## src/rtl/piso_serializer.sv

```systemverilog
`default_nettype none
// ============================================================================
//  Module   : piso_serializer
//  Brief    : Parallel-in serial-out transmitter. Accepts a BITS-wide word
//             through a LOAD/READY handshake and shifts it out one bit per
//             clock on SO, with gap-free back-to-back words and a DONE strobe
//             on the last bit of each word.
//  Revision : 1.0 - initial release
// ============================================================================
module piso_serializer #(
  parameter int BITS      = 8,
  parameter bit MSB_FIRST = 1'b0
) (
  input  logic            CLK,
  input  logic            RST,       // asynchronous, active-low
  input  logic [BITS-1:0] PD,
  input  logic            LOAD,
  output logic            READY,
  output logic            SO,
  output logic            SO_VALID,
  output logic            DONE
);

  localparam int CW = (BITS > 2) ? $clog2(BITS) : 1;
  localparam logic [CW-1:0] CNT_LAST = CW'(BITS - 1);

  typedef enum logic [0:0] {
    IDLE  = 1'b0,
    SHIFT = 1'b1
  } state_t;

  state_t            state_q, state_d;
  logic [BITS-1:0]   shreg_q, shreg_d;
  logic [CW-1:0]     cnt_q, cnt_d;

  logic [BITS-1:0]   shifted_w;
  logic              so_w;
  logic              last_w;
  logic              accept_w;

  // Bit order only changes which end of the shift register feeds SO and
  // which way the word moves toward it; the vacated end is zero-filled.
  if (MSB_FIRST) begin : g_msb_first
    assign shifted_w = {shreg_q[BITS-2:0], 1'b0};
    assign so_w      = shreg_q[BITS-1];
  end else begin : g_lsb_first
    assign shifted_w = {1'b0, shreg_q[BITS-1:1]};
    assign so_w      = shreg_q[0];
  end

  // The last bit of a frame reopens the handshake so the next word can
  // follow without a gap cycle. The counter is held at 0 in IDLE, so the
  // last-bit decode is only meaningful in SHIFT.
  assign last_w   = (state_q == SHIFT) && (cnt_q == CNT_LAST);
  assign READY    = RST && ((state_q == IDLE) || last_w);
  assign DONE     = RST && last_w;
  assign accept_w = LOAD && READY;

  // SO and SO_VALID come straight from flops; the shift register is cleared
  // whenever the block drops back to IDLE so SO idles low.
  assign SO       = so_w;
  assign SO_VALID = (state_q == SHIFT);

  // Next-state logic: load on accept, otherwise shift or retire the frame.
  always_comb begin
    state_d = state_q;
    shreg_d = shreg_q;
    cnt_d   = cnt_q;
    if (accept_w) begin
      state_d = SHIFT;
      shreg_d = PD;
      cnt_d   = '0;
    end else if (state_q == SHIFT) begin
      if (last_w) begin
        state_d = IDLE;
        shreg_d = '0;
        cnt_d   = '0;
      end else begin
        shreg_d = shifted_w;
        cnt_d   = cnt_q + 1'b1;
      end
    end
  end

  // State, shift register and bit counter; reset aborts any frame at once.
  always_ff @(posedge CLK or negedge RST) begin
    if (!RST) begin
      state_q <= IDLE;
      shreg_q <= '0;
      cnt_q   <= '0;
    end else begin
      state_q <= state_d;
      shreg_q <= shreg_d;
      cnt_q   <= cnt_d;
    end
  end

endmodule
`default_nettype wire

```

## config.mk

```make
export PLATFORM = sky130hd
export DESIGN_NAME = piso_serializer
export DESIGN_NICKNAME = d
export VERILOG_FILES = /design/src/rtl/piso_serializer.sv
export SDC_FILE = /design/constraint.sdc
export NUM_CORES = 1
export LEC_CHECK = 0
export BUFFER_PORTS_ARGS = -buffer_cell sky130_fd_sc_hd__buf_4
export CAP_MARGIN = 10
export CORE_UTILIZATION = 35
export DETAILED_ROUTE_END_ITERATION = 10
export PLACE_DENSITY_LB_ADDON = 0.08
export SLEW_MARGIN = 0
export SYNTH_ARGS = -nofsm -noshare
export SYNTH_HDL_FRONTEND = slang
export SYNTH_SLANG_ARGS = --single-unit
```

## constraint.sdc

```tcl
create_clock -name CLK -period 1.75 [get_ports CLK]
set_input_delay 0.0875 -clock CLK [delete_from_list [all_inputs] [get_ports CLK]]
set_output_delay 0.0875 -clock CLK [all_outputs]
set_load 0.03 [all_outputs]
```

==> impl_metrics.env, run 1 <==
export IMPL_ys_seq_elements=12
export IMPL_dieArea_sq_mm=0.00175
export IMPL_synth_ff_type="dfrtp_1"
export IMPL_layout_drive_gt1_share_pct=30.0
export IMPL_numClockSinks=12
export IMPL_portBuffers=14
export IMPL_final_core_util_pct=48.5
export IMPL_crit_family="flip-flops"
export IMPL_layout_common_cells="15 x buf_4, 12 x dfrtp_1, 8 x nand3_1, 8 x nand2_1, 7 x a22oi_1"
export IMPL_syn_num_nets=66
export IMPL_n_fill_cell=140
export IMPL_synth_area_sq_um=557
export IMPL_die_y_microns=41.9
export IMPL_cts_buffers=3
export IMPL_clk_root_buffer_cell="clkbuf_4"
export IMPL_wl_per_cell_microns=12.8
export IMPL_cp_common_cell="ha_1"
export IMPL_power_leakage_uw=0.000370
export IMPL_period_needed_ns=1.64
export IMPL_num_rows=14
export IMPL_worst_ir_drop_vdd_mv=0.822
export IMPL_grtUsageTotal_pct=14.7
export IMPL_path_class="reg -> out"
export IMPL_antenna_cells=0
export IMPL_cp_start_kind="flip-flop"
export IMPL_path_clk_slew_ns=0.08
export IMPL_seq_area_sq_um=300
export IMPL_firstDrtPassIters=3
export IMPL_setup_viol=0
export IMPL_cts_setup_buffers=0
export IMPL_slowest_stage="dfrtp_1"
export IMPL_avgSynthCellArea_sq_um=10.5
export IMPL_cp_max_fo=6
export IMPL_finalCritPeriodShare_pct=93.9
export IMPL_worst_clock_skew_ns=0.00841
export IMPL_synthCells=53
export IMPL_ys_types=19
export IMPL_async_flop_share_pct=100
export IMPL_fin_tns_setup_ns=0
export IMPL_seq_area_frac_synth_pct=53.9
export IMPL_antenna_left=0
export IMPL_grt_max_degree=17
export IMPL_multiInputGateArea_sq_um=239
export IMPL_synth_warnings=0
export IMPL_crit_buf_inv=1
export IMPL_num_vias=450
export IMPL_run_status="finished clean"
export IMPL_cp_cell_sequence="ha_1 > ha_1 > nand2b_4 > and2_1 > buf_4"
export IMPL_cap_violations=0
export IMPL_antenna_found_initial=0
export IMPL_wirelength_mm=1.10
export IMPL_fin_nets=84
export IMPL_clk_latency_ns=0.27
export IMPL_required_ns=1.66
export IMPL_layout_cells_most_common="buf_4"
export IMPL_grt_pass1_vias=430
export IMPL_cts_tree="done"
export IMPL_coreArea_sq_mm=0.00149
export IMPL_clock_path_buffers=2
export IMPL_slew_viol_final=0
export IMPL_ioPinCount=15
export IMPL_gp_congestion=0.689
export IMPL_rsz0062_at_grt="false"
export IMPL_drt_iter0_markers=5
export IMPL_htreeDepth=1
export IMPL_end_kind="output port"
export IMPL_timing_hold_worst_class="in -> reg"
export IMPL_hold_viol=0
export IMPL_timing_fmax_mhz=609
export IMPL_via_per_inst=5.23
export IMPL_area_growth_syn_to_layout_pct=29.7
export IMPL_synth_enable_flop_cells=0
export IMPL_grt_pass1_wl_mm=1.91
export IMPL_max_slew_margin_pct=70.8
export IMPL_tightest_slew_ns=0.437
export IMPL_die_w_microns=41.9
export IMPL_power_density_mw_per_mm2=1520
export IMPL_grt_overflow_total=0
export IMPL_crit_arrival_ns=1.56
export IMPL_dp_hpwl_microns=764
export IMPL_initial_core_util_pct=37.4
export IMPL_slowest_delay_ns=0.40
export IMPL_drc=0
[metrics by stage]
stage               area (sq um)  power, uW  cells  setup slack, ns  hold slack, ns
floorplan                    557        757     53            0.422          -0.208
global placement             668        871     81            0.310         -0.0488
detailed placement           668        873     81            0.279         -0.0513
CTS                          714       1100     86           0.0132          0.0214
global route                 722       1190     86           0.0266          0.0120
finish                       722       1100     86            0.107          0.0243
[area by class of cell]
cell class                      instances  area share [%]
Inverter                                1           0.520
Tap cell                               16            2.77
Multi-Input combinational cell         37            33.1
Sequential cell                        12            41.6
Timing Repair Buffer                   16            17.0
Clock buffer                            4            5.03
[flip-flops by register name, summed over array words and instances (netlist names)]
name      flops
shreg_q       8
SO_VALID      1
cnt_q         3
[tightest hold or removal path, delay by kind of cell]
family | cells | cell delay [ns]
buffers and inverters | 1 | 0.08
AND/OR/NAND/NOR | 2 | 0.10
[cells in the mapped netlist (2+ instances only)]
cell type  instances  area [sq um]
dfrtp_1           12           300
nand2_1            8          30.0
nand3_1            8          40.0
a22oi_1            7          52.6
and2_1             2          12.5
buf_2              2          10.0
ha_1               2          25.0
[what timing repair did]
| item | CTS | global route |
|---|---|---|
| hold buffers | 1 | 0 |
| resized for setup | 0 | 2 |
| hold endpoints to repair | 12 | 0 |
| setup endpoints to repair | 0 | 1 |
[worst paths after layout]
kind	start	depth (start not counted)	slack, ns	end
min in group asynchronous	RST	2	0.20	shreg_q[6]$_DFFE_PN0P_
min reg2reg	shreg_q[1]$_DFFE_PN0P_	2	0.50	shreg_q[1]$_DFFE_PN0P_
max reg2reg	cnt_q[0]$_DFFE_PN0P_	5	0.28	shreg_q[1]$_DFFE_PN0P_
min	PD[6]	3	0.02	shreg_q[6]$_DFFE_PN0P_
max	cnt_q[0]$_DFFE_PN0P_	5	0.11	READY
max in group asynchronous	RST	2	1.37	shreg_q[1]$_DFFE_PN0P_
[routing by layer]
layer	vias to the layer above	track usage (%)	part of all wire, %
met5	-	0	0
met4	0	4.52	0.73
met3	3	8.26	5.7
met2	10	21.3	48
met1	208	18.6	45
li1	229	-	-
[power by group]
group	switching, uW	internal [uW]
Clock	91.1	127
Sequential	72.8	383
Combinational	230	195
[cells by family (layout without fill, tap and decap cells)]
kind of cell	after synthesis	count (layout)	synth area share [%]
multiplexers	1	1	1.80
AND/OR/NAND/NOR	22	22	19.6
AO/OA/AOI/OAI	12	12	15.7
buffers and inverters	4	21	4.49
adder cells (fa/ha/maj)	2	2	4.49
flip-flops	12	12	53.9
(Power assumes the default switching activity.)
==> run 2: changes to the inputs <==
Clock period 1.75 ns to 2 ns, I/O delays scaled along.
==> run 2 against run 1 <==
Net effect: total power fell by 19%; largest cell class unchanged; die area stayed put; hold slack improved by 0.029 ns; largest power group unchanged; register-to-register slack improved by 0.26 ns; clock skew shrank 0.0081 ns; sequential power fell by 14%; sequential share of layout area grew 1.7 points.
==> impl_metrics.env, run 2 (synthesized netlist as in run 1, its figures left out) <==
export IMPL_run_status="finished clean"
export IMPL_tightest_slew_ns=0.454
export IMPL_die_w_microns=41.9
export IMPL_grt_pass1_vias=407
export IMPL_antenna_cells=0
export IMPL_timing_hold_worst_class="in -> reg"
export IMPL_timing_fmax_mhz=535
export IMPL_layout_common_cells="14 x buf_4, 12 x dfrtp_1, 8 x nand3_1, 8 x nand2_1, 7 x a22oi_1"
export IMPL_path_class="reg -> out"
export IMPL_end_kind="output port"
export IMPL_largest_register="shreg_q"
export IMPL_layout_cells_most_common="buf_4"
export IMPL_cap_violations=0
export IMPL_n_fill_cell=150
export IMPL_multiInputGateArea_sq_um=231
export IMPL_cts_setup_buffers=0
export IMPL_via_per_inst=5.24
export IMPL_htreeDepth=1
export IMPL_ioPinCount=15
export IMPL_power_density_mw_per_mm2=1280
export IMPL_cp_start_kind="flip-flop"
export IMPL_num_rows=14
export IMPL_clk_latency_ns=0.26
export IMPL_period_needed_ns=1.87
export IMPL_postLayoutCellArea_sq_um=693
export IMPL_portBuffers=14
export IMPL_grtUsageTotal_pct=14.3
export IMPL_cp_max_fo=11
export IMPL_wirelength_mm=1.08
export IMPL_rsz0062_at_grt="false"
export IMPL_wl_per_cell_microns=12.9
export IMPL_coreArea_sq_mm=0.00149
export IMPL_dp_hpwl_microns=758
export IMPL_clk_root_buffer_cell="clkbuf_4"
export IMPL_seq_area_sq_um=300
export IMPL_antenna_left=0
export IMPL_clock_path_buffers=2
export IMPL_finalCritPeriodShare_pct=93.5
export IMPL_dieArea_sq_mm=0.00175
export IMPL_numClockSinks=12
export IMPL_worst_ir_drop_vdd_mv=0.595
export IMPL_path_clk_slew_ns=0.07
export IMPL_num_vias=440
export IMPL_cts_repair_resized=0
export IMPL_crit_arrival_ns=1.77
export IMPL_fin_tns_setup_ns=0
export IMPL_slew_viol_final=0
export IMPL_drc=0
export IMPL_max_slew_margin_pct=69.7
export IMPL_fin_nets=83
export IMPL_grt_pass1_wl_mm=1.87
export IMPL_antenna_found_initial=0
export IMPL_required_ns=1.90
export IMPL_worst_clock_skew_ns=0.000330
export IMPL_die_y_microns=41.9
export IMPL_setup_viol=0
export IMPL_cts_hold_buf=1
export IMPL_firstDrtPassIters=4
export IMPL_power_leakage_uw=0.000355
export IMPL_area_growth_syn_to_layout_pct=24.5
export IMPL_cts_tree="done"
export IMPL_hold_viol=0
export IMPL_largest_register_ffs=8
export IMPL_cts_buffers=3
export IMPL_initial_core_util_pct=37.4
export IMPL_layout_drive_gt1_share_pct=26.5
export IMPL_placed_cell_area_sq_um=661
export IMPL_gp_congestion=0.660
export IMPL_grt_overflow_total=0
export IMPL_drt_iter0_markers=19
export IMPL_grt_max_degree=17
## run 2: changes by cell type in the layout (fill, tap and decap cells not counted)
cell and change:
nand2b_4 -1, buf_4 -1, nand2b_1 +1, clkbuf_8 -1
## run 2: metal layers
metal / wire [microns] / up-vias / GRT usage [%]
met3: 61 / 0 / 7.39
met5: 0 / - / 0
met2: 505 / 13 / 20.3
met1: 513 / 204 / 19.0
met4: 0 / 0 / 3.87
li1: - / 223 / -
## run 2: final timing paths
| kind | slack, ns | to | cells past startpoint | from |
|---|---|---|---|---|
| max | 0.13 | READY | 5 | cnt_q[0]$_DFFE_PN0P_ |
| min | 0.05 | shreg_q[4]$_DFFE_PN0P_ | 3 | PD[4] |
| max reg2reg | 0.54 | shreg_q[7]$_DFFE_PN0P_ | 5 | cnt_q[0]$_DFFE_PN0P_ |
| min reg2reg | 0.50 | cnt_q[2]$_DFFE_PN0P_ | 1 | cnt_q[2]$_DFFE_PN0P_ |
| max in group asynchronous | 1.60 | shreg_q[1]$_DFFE_PN0P_ | 2 | RST |
| min in group asynchronous | 0.23 | shreg_q[7]$_DFFE_PN0P_ | 2 | RST |
## run 2: stage by stage
step | hold WS (ns) | cells | setup WS (ns) | power [uW] | util [%]
after global routing | 0.0373 | 84 | 0.0418 | 960 | 46.6
after detailed placement | -0.0364 | 80 | 0.426 | 749 | 44.4
final | 0.0532 | 84 | 0.130 | 885 | 46.6
after floorplan | -0.196 | 53 | 0.672 | 662 | -
after global placement | -0.0372 | 80 | 0.438 | 748 | 44.4
after CTS | 0.0426 | 84 | 0.111 | 899 | 46.6
## run 2: power by group
group          switching, uW  leakage, uW  total, uW  internal (uW)
logic                    200     0.000187        349            150
clock network           73.1    0.0000138        143           69.5
registers               58.1     0.000154        393            335
total                    331     0.000355        885            554
## run 2: critical path, cell delays in order (launching register included)
cell	delay [ns]
dfrtp_1	0.40
ha_1	0.20
ha_1	0.19
nand2b_1	0.31
and2_1	0.25
buf_4	0.16
## run 2: layout make-up
| type | count | share of cell area [%] |
|---|---|---|
| inverter | 1 | 0.542 |
| tap | 16 | 2.89 |
| sequential | 12 | 43.3 |
| multi-input combinational | 37 | 33.4 |
| timing repair buffer | 15 | 16.6 |
| clock buffer | 3 | 3.25 |
